$ cat config.mk
export PLATFORM = sky130hd
export DESIGN_NAME = ccs_sequencer
export DESIGN_NICKNAME = d
export VERILOG_FILES = /design/src/rtl/ccs_pkg.sv /design/src/rtl/ccs_classify.sv /design/src/rtl/ccs_sequencer.sv
export SDC_FILE = /design/constraint.sdc
export NUM_CORES = 1
export LEC_CHECK = 0
export BUFFER_PORTS_ARGS = -buffer_cell sky130_fd_sc_hd__buf_2
export CORE_UTILIZATION = 55
export DETAILED_ROUTE_END_ITERATION = 10
export PLACE_DENSITY = 0.81
export SLEW_MARGIN = 10
export SYNTH_ARGS = -nofsm -noshare
export SYNTH_HDL_FRONTEND = slang
export SYNTH_SLANG_ARGS = --single-unit
$ cat constraint.sdc
create_clock -name clk -period 4.85 [get_ports clk]
set_clock_uncertainty 0.2 [all_clocks]
set_input_delay 0.2425 -clock clk [delete_from_list [all_inputs] [get_ports clk]]
set_output_delay 0.2425 -clock clk [all_outputs]
set_load 0.005 [all_outputs]
$ cat src/rtl/ccs_pkg.sv
`default_nettype none
// ============================================================================
//  Module      : ccs_pkg
//  Description : Shared types and constants for the CCS (Count, Compare,
//                Skip) sequencer and its classification datapath.
//                - ccs_state_t : sequencer states IDLE/FETCH/EVAL/WB
//                - ccs_class_t : operand classes POS/PZERO/NEG/NZERO
//                - SKIP_*      : PC skip amount per operand class
//                - ONES_NEG_ZERO : all-ones pattern (ones-complement -0),
//                                  sliced to the datapath width by users
//  Revision    : 1.0 - initial release
// ============================================================================
package ccs_pkg;

    typedef enum logic [1:0] {
        ST_IDLE  = 2'd0,
        ST_FETCH = 2'd1,
        ST_EVAL  = 2'd2,
        ST_WB    = 2'd3
    } ccs_state_t;

    typedef enum logic [1:0] {
        CLS_POS   = 2'd0,
        CLS_PZERO = 2'd1,
        CLS_NEG   = 2'd2,
        CLS_NZERO = 2'd3
    } ccs_class_t;

    localparam int SKIP_W = 3;

    localparam logic [SKIP_W-1:0] SKIP_POS   = 3'd1;
    localparam logic [SKIP_W-1:0] SKIP_PZERO = 3'd2;
    localparam logic [SKIP_W-1:0] SKIP_NEG   = 3'd3;
    localparam logic [SKIP_W-1:0] SKIP_NZERO = 3'd4;

    // Wide enough for any practical datapath; users take the low DATA_W bits.
    localparam int ONES_MAX_W = 64;
    localparam logic [ONES_MAX_W-1:0] ONES_NEG_ZERO = '1;

endpackage : ccs_pkg
`default_nettype wire

$ cat src/rtl/ccs_classify.sv
`default_nettype none
// ============================================================================
//  Module      : ccs_classify
//  Description : Purely combinational CCS classifier. Splits a
//                ones-complement operand into class, skip amount and
//                diminished absolute value (|X| - 1, floored at 0).
//  Ports       : x    in  DATA_W  operand (sign in MSB)
//                cls  out 2       operand class
//                skip out SKIP_W  PC skip amount (1..4)
//                dabs out DATA_W  diminished absolute value
//  Revision    : 1.0 - initial release
// ============================================================================
module ccs_classify
    import ccs_pkg::*;
#(
    parameter int DATA_W = 16
) (
    input  logic [DATA_W-1:0] x,
    output ccs_class_t        cls,
    output logic [SKIP_W-1:0] skip,
    output logic [DATA_W-1:0] dabs
);

    localparam logic [DATA_W-1:0] NEG_ZERO = ONES_NEG_ZERO[DATA_W-1:0];
    localparam logic [DATA_W-1:0] ONE      = DATA_W'(1);

    // Both zeros are tested before the sign bit so that -0 (all ones) is
    // never treated as an ordinary negative number.
    always_comb begin
        cls  = CLS_POS;
        skip = SKIP_POS;
        dabs = x - ONE;
        if (x == '0) begin
            cls  = CLS_PZERO;
            skip = SKIP_PZERO;
            dabs = '0;
        end else if (x == NEG_ZERO) begin
            cls  = CLS_NZERO;
            skip = SKIP_NZERO;
            dabs = '0;
        end else if (x[DATA_W-1]) begin
            cls  = CLS_NEG;
            skip = SKIP_NEG;
            dabs = (~x) - ONE;
        end
    end

endmodule : ccs_classify
`default_nettype wire

$ cat src/rtl/ccs_sequencer.sv
`default_nettype none
// ============================================================================
//  Module      : ccs_sequencer
//  Description : Multi-cycle controller for the CCS instruction: fetches the
//                operand, classifies it, writes the diminished absolute value
//                to A and advances the PC by the class-dependent skip.
//  Ports       : clk, reset_n (sync, active-low)
//                start / operand_addr / pc_in   request from decoder
//                busy / done / error            status to decoder
//                mem_req / mem_addr / mem_ack / mem_rdata   memory read port
//                a_we / a_wdata, pc_we / pc_wdata          register writes
//  Revision    : 1.0 - initial release
// ============================================================================
module ccs_sequencer
    import ccs_pkg::*;
#(
    parameter int DATA_W  = 16,
    parameter int ADDR_W  = 12,
    parameter int PC_W    = 12,
    parameter int TIMEOUT = 15
) (
    input  logic              clk,
    input  logic              reset_n,
    input  logic              start,
    input  logic [ADDR_W-1:0] operand_addr,
    input  logic [PC_W-1:0]   pc_in,
    output logic              busy,
    output logic              done,
    output logic              error,
    output logic              mem_req,
    output logic [ADDR_W-1:0] mem_addr,
    input  logic              mem_ack,
    input  logic [DATA_W-1:0] mem_rdata,
    output logic              a_we,
    output logic [DATA_W-1:0] a_wdata,
    output logic              pc_we,
    output logic [PC_W-1:0]   pc_wdata
);

    localparam int               CNT_W    = $clog2(TIMEOUT + 1);
    localparam logic [CNT_W-1:0] CNT_LAST = CNT_W'(TIMEOUT);

    ccs_state_t        r_state;
    ccs_state_t        w_next;
    logic [ADDR_W-1:0] r_addr;
    logic [PC_W-1:0]   r_pc;
    logic [DATA_W-1:0] r_operand;
    logic [CNT_W-1:0]  r_cnt;
    ccs_class_t        r_cls;
    logic [SKIP_W-1:0] r_skip;
    logic [DATA_W-1:0] r_dabs;
    ccs_class_t        w_cls;
    logic [SKIP_W-1:0] w_skip;
    logic [DATA_W-1:0] w_dabs;
    logic              w_timeout;
    logic [PC_W-1:0]   w_pc_target;

    ccs_classify #(
        .DATA_W (DATA_W)
    ) u_classify (
        .x    (r_operand),
        .cls  (w_cls),
        .skip (w_skip),
        .dabs (w_dabs)
    );

    // An ack arriving in the last allowed cycle takes priority over timeout.
    assign w_timeout = (r_state == ST_FETCH) && !mem_ack && (r_cnt == CNT_LAST);

    // Fall-through keeps the PC as-is; other classes add skip-1 with wrap.
    assign w_pc_target = (r_cls == CLS_POS) ? r_pc
                                            : r_pc + PC_W'(r_skip) - PC_W'(1);

    // State register
    always_ff @(posedge clk) begin
        if (!reset_n) begin
            r_state <= ST_IDLE;
        end else begin
            r_state <= w_next;
        end
    end

    // Next-state logic
    always_comb begin
        w_next = r_state;
        case (r_state)
            ST_IDLE:  if (start) w_next = ST_FETCH;
            ST_FETCH: begin
                if (mem_ack)        w_next = ST_EVAL;
                else if (w_timeout) w_next = ST_IDLE;
            end
            ST_EVAL:  w_next = ST_WB;
            ST_WB:    w_next = ST_IDLE;
            default:  w_next = ST_IDLE;
        endcase
    end

    // Datapath registers
    always_ff @(posedge clk) begin
        if (!reset_n) begin
            r_addr    <= '0;
            r_pc      <= '0;
            r_operand <= '0;
            r_cnt     <= '0;
            r_cls     <= CLS_POS;
            r_skip    <= '0;
            r_dabs    <= '0;
        end else begin
            case (r_state)
                ST_IDLE: begin
                    if (start) begin
                        r_addr <= operand_addr;
                        r_pc   <= pc_in;
                        r_cnt  <= '0;
                    end
                end
                ST_FETCH: begin
                    if (mem_ack) begin
                        r_operand <= mem_rdata;
                    end else if (r_cnt != CNT_LAST) begin
                        r_cnt <= r_cnt + CNT_W'(1);
                    end
                end
                ST_EVAL: begin
                    r_cls  <= w_cls;
                    r_skip <= w_skip;
                    r_dabs <= w_dabs;
                end
                default: ;
            endcase
        end
    end

    // Output logic
    always_comb begin
        busy     = (r_state != ST_IDLE);
        mem_req  = (r_state == ST_FETCH);
        mem_addr = (r_state == ST_FETCH) ? r_addr : '0;
        error    = w_timeout;
        done     = (r_state == ST_WB);
        a_we     = (r_state == ST_WB);
        pc_we    = (r_state == ST_WB);
        a_wdata  = (r_state == ST_WB) ? r_dabs : '0;
        pc_wdata = (r_state == ST_WB) ? w_pc_target : '0;
    end

endmodule : ccs_sequencer
`default_nettype wire

# [Yosys cells after proc, flatten, opt, wreduce, memory -nomap -nowiden]
# Index checks and enable logic that the tools add are counted.
[totals] regBits=67 in_bits=44 out_inout_bits=46 word_cells=57
[classes] addsub=5 n_eq_ne=10 muxes=21 n_bitwise=1 n_reduce_logical=12
[op_table] cell="$mux 16" count=4
[op_table] cell="$mux 12" count=3
[op_table] cell="$sub 16x1->16 const B" count=2
[op_table] cell="$eq 16x16->1 const B" count=1
[op_table] cell="$logic_not 16->1" count=1
[op_table] cell="$not 16->16" count=1
[op_table] cell="$mux 2" count=7
[op_table] cell="$add 12x3->12" count=1
[op_table] cell="$mux 4" count=3
[op_table] cell="$sub 12x1->12 const B" count=1
[op_table] cell="$pmux 2 s4" count=1
[op_table] cell="$pmux 4 s2" count=1
[op_table] cell="$mux 3" count=2
[op_table] cell="$reduce_and 2->1" count=3
[op_table] cell="$add 4x1->4 const B" count=1
[op_table] cell="$eq 2x2->1 const B" count=2
[op_table] cell="$eq 4x4->1 const B" count=1
[op_table] cell="$logic_not 2->1" count=2
[op_table] cell="$ne 2x2->1 const B" count=2
[op_table] cell="$ne 4x4->1 const B" count=1
[op_table] cell="$reduce_and 4->1" count=1
[op_table] cell="$reduce_bool 2->1" count=2
[op_table] cell="$ne 3x2->1 const B" count=1
[op_table] cell="$eq 2x1->1 const B" count=1
[op_table] cell="other kinds (3)" count=4

# [Longest topological paths before layout]
[depth] depth_word=6 ltp_mapped=12 depth_no_buf=12

# [By module]
# From an unflattened synthesis, not the netlist that was laid out.
[hier_totals] cells_unflattened=570 hier_area_um2=4265.3
[modules_own_cells] mod="ccs_sequencer" n_inst=1 cells_each=447 area_per_inst_um2=3437.0 seq_area_each_um2=1341.3
[modules_own_cells] mod="ccs_classify" n_inst=1 cells_each=123 area_per_inst_um2=828.3 seq_area_each_um2=0.0

# [Least setup slack after synthesis]
# Ideal clock, no wire load.
[synth_path] path_kind="register to output" start="register r_pc[1]" end="output pc_wdata[11]" arrival_time_ns=2.464 required_time_ns=4.408 slack_ns=1.944 stages_incl_launch_ff=13 n_path_buf=0 cell_sequence="dfxtp_1 > inv_1 > ha_1 > inv_1 > ha_1 > inv_1 > fa_1 > nor2b_4 > o21a_1 > a311o_2 > a221oi_2 > mux2i_1 > mux2i_1"
[synth_between] elab_chain_cells=4
[synth_rtl] item="start, declared" line="ccs_sequencer.sv:46" source="logic [PC_W-1:0] r_pc;"
[synth_rtl] item="start signal, assigned" line="ccs_sequencer.sv:113" source="r_pc <= pc_in;"
[synth_rtl] item="$add 12x3->12" line="ccs_sequencer.sv:72" source=": r_pc + PC_W'(r_skip) - PC_W'(1);"
[synth_rtl] item="$sub 12x1->12" line="ccs_sequencer.sv:72"
[synth_rtl] item="$mux 12" line="ccs_sequencer.sv:71" source="assign w_pc_target = (r_cls == CLS_POS) ? r_pc"
[synth_rtl] item="$mux 12" line="ccs_sequencer.sv:144" source="pc_wdata = (r_state == ST_WB) ? w_pc_target : '0;"
[synth_rtl] item="end, declared" line="ccs_sequencer.sv:37" source="output logic [PC_W-1:0] pc_wdata"
# Every way passes these cells.

# [Worst setup path in the final report]
# Ends and elaborated chain as after synthesis.

==> flow_metrics.env <==
export IMPL_status="complete, but fails checks"
export IMPL_violations="DRC"
export IMPL_yosysSeqAreaShare=0.327
export IMPL_start_kind="flop"
export IMPL_gr_total_overflow=0
export IMPL_die_h_um=88.3
export IMPL_drt_iter0_drc=232
export IMPL_synth_edf_count=0
export IMPL_post_drt_wl_per_cell_um=13.0
export IMPL_p_sw_mw=0.425
export IMPL_ys_types=56
export IMPL_dp_worst_setup_slack_ns=1.67
export IMPL_swShare=0.281
export IMPL_hold_class="in2reg"
export IMPL_syn2layout_area_growth_pct=25.9
export IMPL_power_frac_comb=0.226
export IMPL_tightest_slew_ns=0.949
export IMPL_routed_wl_um=9650
export IMPL_clkTransAtPathRegs_ns=0.07
export IMPL_cts_tree="yes"
export IMPL_max_slew_margin=0.367
export IMPL_p_clk_frac=0.371
export IMPL_setup_viol=0
export IMPL_finalCriticalPeriod_ns=3.55
export IMPL_first_pass_iters=7
export IMPL_ioPinCount=90
export IMPL_place_congestion=0.871
export IMPL_period_share=0.732
export IMPL_nNetsFinal=699
export IMPL_crit_path_frequent_cell="inv_1"
export IMPL_cts_buffers=9
export IMPL_ir_drop_v=0.000173
export IMPL_die_area_um2=7800
export IMPL_synth_area_leaders="dfxtp_1, nand2_1, a21boi_0"
export IMPL_seqPwrFrac=0.402
export IMPL_final_antenna_net_count=0
export IMPL_core_um2=7210
export IMPL_ys_ff_latch=67
export IMPL_drc=2
export IMPL_max_freq_mhz=282
export IMPL_p_leak_nw=2.26
export IMPL_syn_area_per_cell_um2=7.70
export IMPL_maxCapViolCount=0
export IMPL_holdWs_ns=0.0952
export IMPL_synth_top_cell_area_share=0.327
export IMPL_vias=3892
export IMPL_max_stage_delay_ns=0.43
export IMPL_crit_chain="inv_1 > ha_1 > inv_1 > ha_1 > inv_1 > fa_1 > nor2b_4 > o21a_1 > a311o_2 > a221oi_2 > mux2i_1 > mux2i_1 > buf_2"
export IMPL_antenna_found_initial=0
export IMPL_crit_type="reg2out"
export IMPL_initial_core_util=0.568
export IMPL_clk_latency_ns=0.34
export IMPL_report_final_slew_viol_count=0
export IMPL_avgViaCountPerCell=5.25
export IMPL_p_int_mw=1.09
export IMPL_dp_hpwl_um=6450
export IMPL_cts_root_buf="clkbuf_8"
export IMPL_diodes=0
export IMPL_syn_nets=594
export IMPL_synth_flop_cell="dfxtp_1"
export IMPL_row_count=31
export IMPL_h_tree_depth=3
export IMPL_grt_pass1_wl_um=15300
export IMPL_syn_inst=532
export IMPL_synth_largest_area_cell="dfxtp_1"
export IMPL_drive_gt1_frac=0.184
export IMPL_synth_area_um2=4100
export IMPL_grt_total_usage=0.252
export IMPL_cts_sinks=67
export IMPL_power_density_nw_per_um2=293
export IMPL_ys_warn_count=0
export IMPL_report_final_hold_viol_count=0
export IMPL_slowest_stage="a311o_2"
export IMPL_critPathCaptureType="output pin"
export IMPL_fp_dieW_um=88.3
export IMPL_clk_path_buf_depth=2
export IMPL_portBuffers=89
export IMPL_rsz0062_at_grt="no"
export IMPL_synthArstFlopShare=0
export IMPL_layout_setup_ws_ns=1.30
export IMPL_grt_pass1_vias=3381
export IMPL_final_common_cell="nand2_1"
export IMPL_tns_ns=0
export IMPL_grt_max_degree=67
export IMPL_final_cell_mix="nand2_1, buf_2, dfxtp_1, a21boi_0, dlygate4sd3_1"
export IMPL_worstPathRequired_ns=4.41
export IMPL_path_max_fanout=3
export IMPL_worstPathArrival_ns=3.11
-- flip-flops by register name (all words and copies together) (netlist names), named ones only --
register,flops
r_skip,3
r_state,1
r_cls,2
r_addr,12
r_cnt,4
r_dabs,16
r_operand,16
r_pc,12
-- cells in the mapped netlist (2+ instances only) --
cell      count
nor2_1       24
o21ai_1       5
and2_1       16
and3_1       19
o31ai_1       2
o21ai_0      13
clkbuf_1     26
or3_1         3
or4_1         3
nor4b_1       4
nor2b_1      14
dfxtp_1      67
inv_1        29
nand2_1     105
nor3_1        7
a22oi_1       8
a21o_1        4
o21a_1        4
a31oi_1       3
mux2i_1       3
a21boi_0     45
and4_1        2
ha_1         17
nor4_1        3
a211oi_1      2
a21oi_1      15
nand3_1      19
nand4_1       4
nand2b_1      4
xor2_1       11
buf_4         2
buf_2         7
xnor2_1      19
-- kinds of logic after synthesis --
group / share of synthesized area
and+or+nand+nor: 0.284
muxes: 0.00733
xor gates and xnor gates: 0.0641
adders and majority gates: 0.0568
AOI/OAI and AO/OA: 0.194
DFF: 0.327
buffers and inverters: 0.0665
-- critical path: cells and delay by family (launching register included) --
family                   cells  cell delay, ns
AO/OA/AOI/OAI                3            0.90
adder cells (fa/ha/maj)      3            0.71
buffers and inverters        4            0.30
flip-flops                   1            0.35
multiplexers                 2            0.45
AND/OR/NAND/NOR              1            0.06
-- power groups by stage --
stage / Clock (mW) / Sequential, mW / Combinational [mW]
6_report: 0.561 / 0.608 / 0.342
5_1_grt: 0.596 / 0.613 / 0.381
4_1_cts: 0.568 / 0.608 / 0.340
3_5_place_dp: 0 / 0.620 / 0.313
3_3_place_gp: 0 / 0.619 / 0.305
2_1_floorplan: 0 / 0.607 / 0.256
-- metrics by stage --
stage / utilization / power, mW / instances / cell area, um2
finish: 0.715 / 1.51 / 741 / 5160
global route: 0.715 / 1.59 / 741 / 5160
CTS: 0.715 / 1.52 / 741 / 5160
detailed placement: 0.626 / 0.934 / 685 / 4520
global placement: 0.626 / 0.924 / 685 / 4520
floorplan: - / 0.862 / 532 / 4100
-- final timing paths --
kind         startpoint            to  slack [ns]  cells past startpoint
max             r_pc[1]  pc_wdata[11]        1.30                     13
min               start    r_state[0]         0.1                      5
max reg2reg        flop    r_dabs[10]        2.00                      5
min reg2reg  r_dabs[15]    r_dabs[15]        0.25                      2
-- per-layer routing --
metal,vias to the layer above,wire (um),GRT usage
li1,2011,-,-
met5,-,0,0
met4,0,194,0.104
met1,1767,4410,0.320
met3,19,376,0.0438
met2,95,4670,0.423
-- final cells by class --
| class | count | area, um2 |
|---|---|---|
| multi-input combinational | 399 | 2480 |
| fill | 594 | 2050 |
| sequential | 67 | 1340 |
| timing repair buffer | 131 | 861 |
| clock buffer | 10 | 128 |
| tap | 99 | 124 |
| clock inverter | 6 | 114 |
| inverter | 29 | 109 |
-- what timing repair did --
item / in CTS / in global routing
buffers inserted: 0 / 0
endpoints found under the hold margin: 40 / 0
hold buffers: 40 / 0
gates resized for setup: 0 / 0
Power figures use the tool's default switching activity.
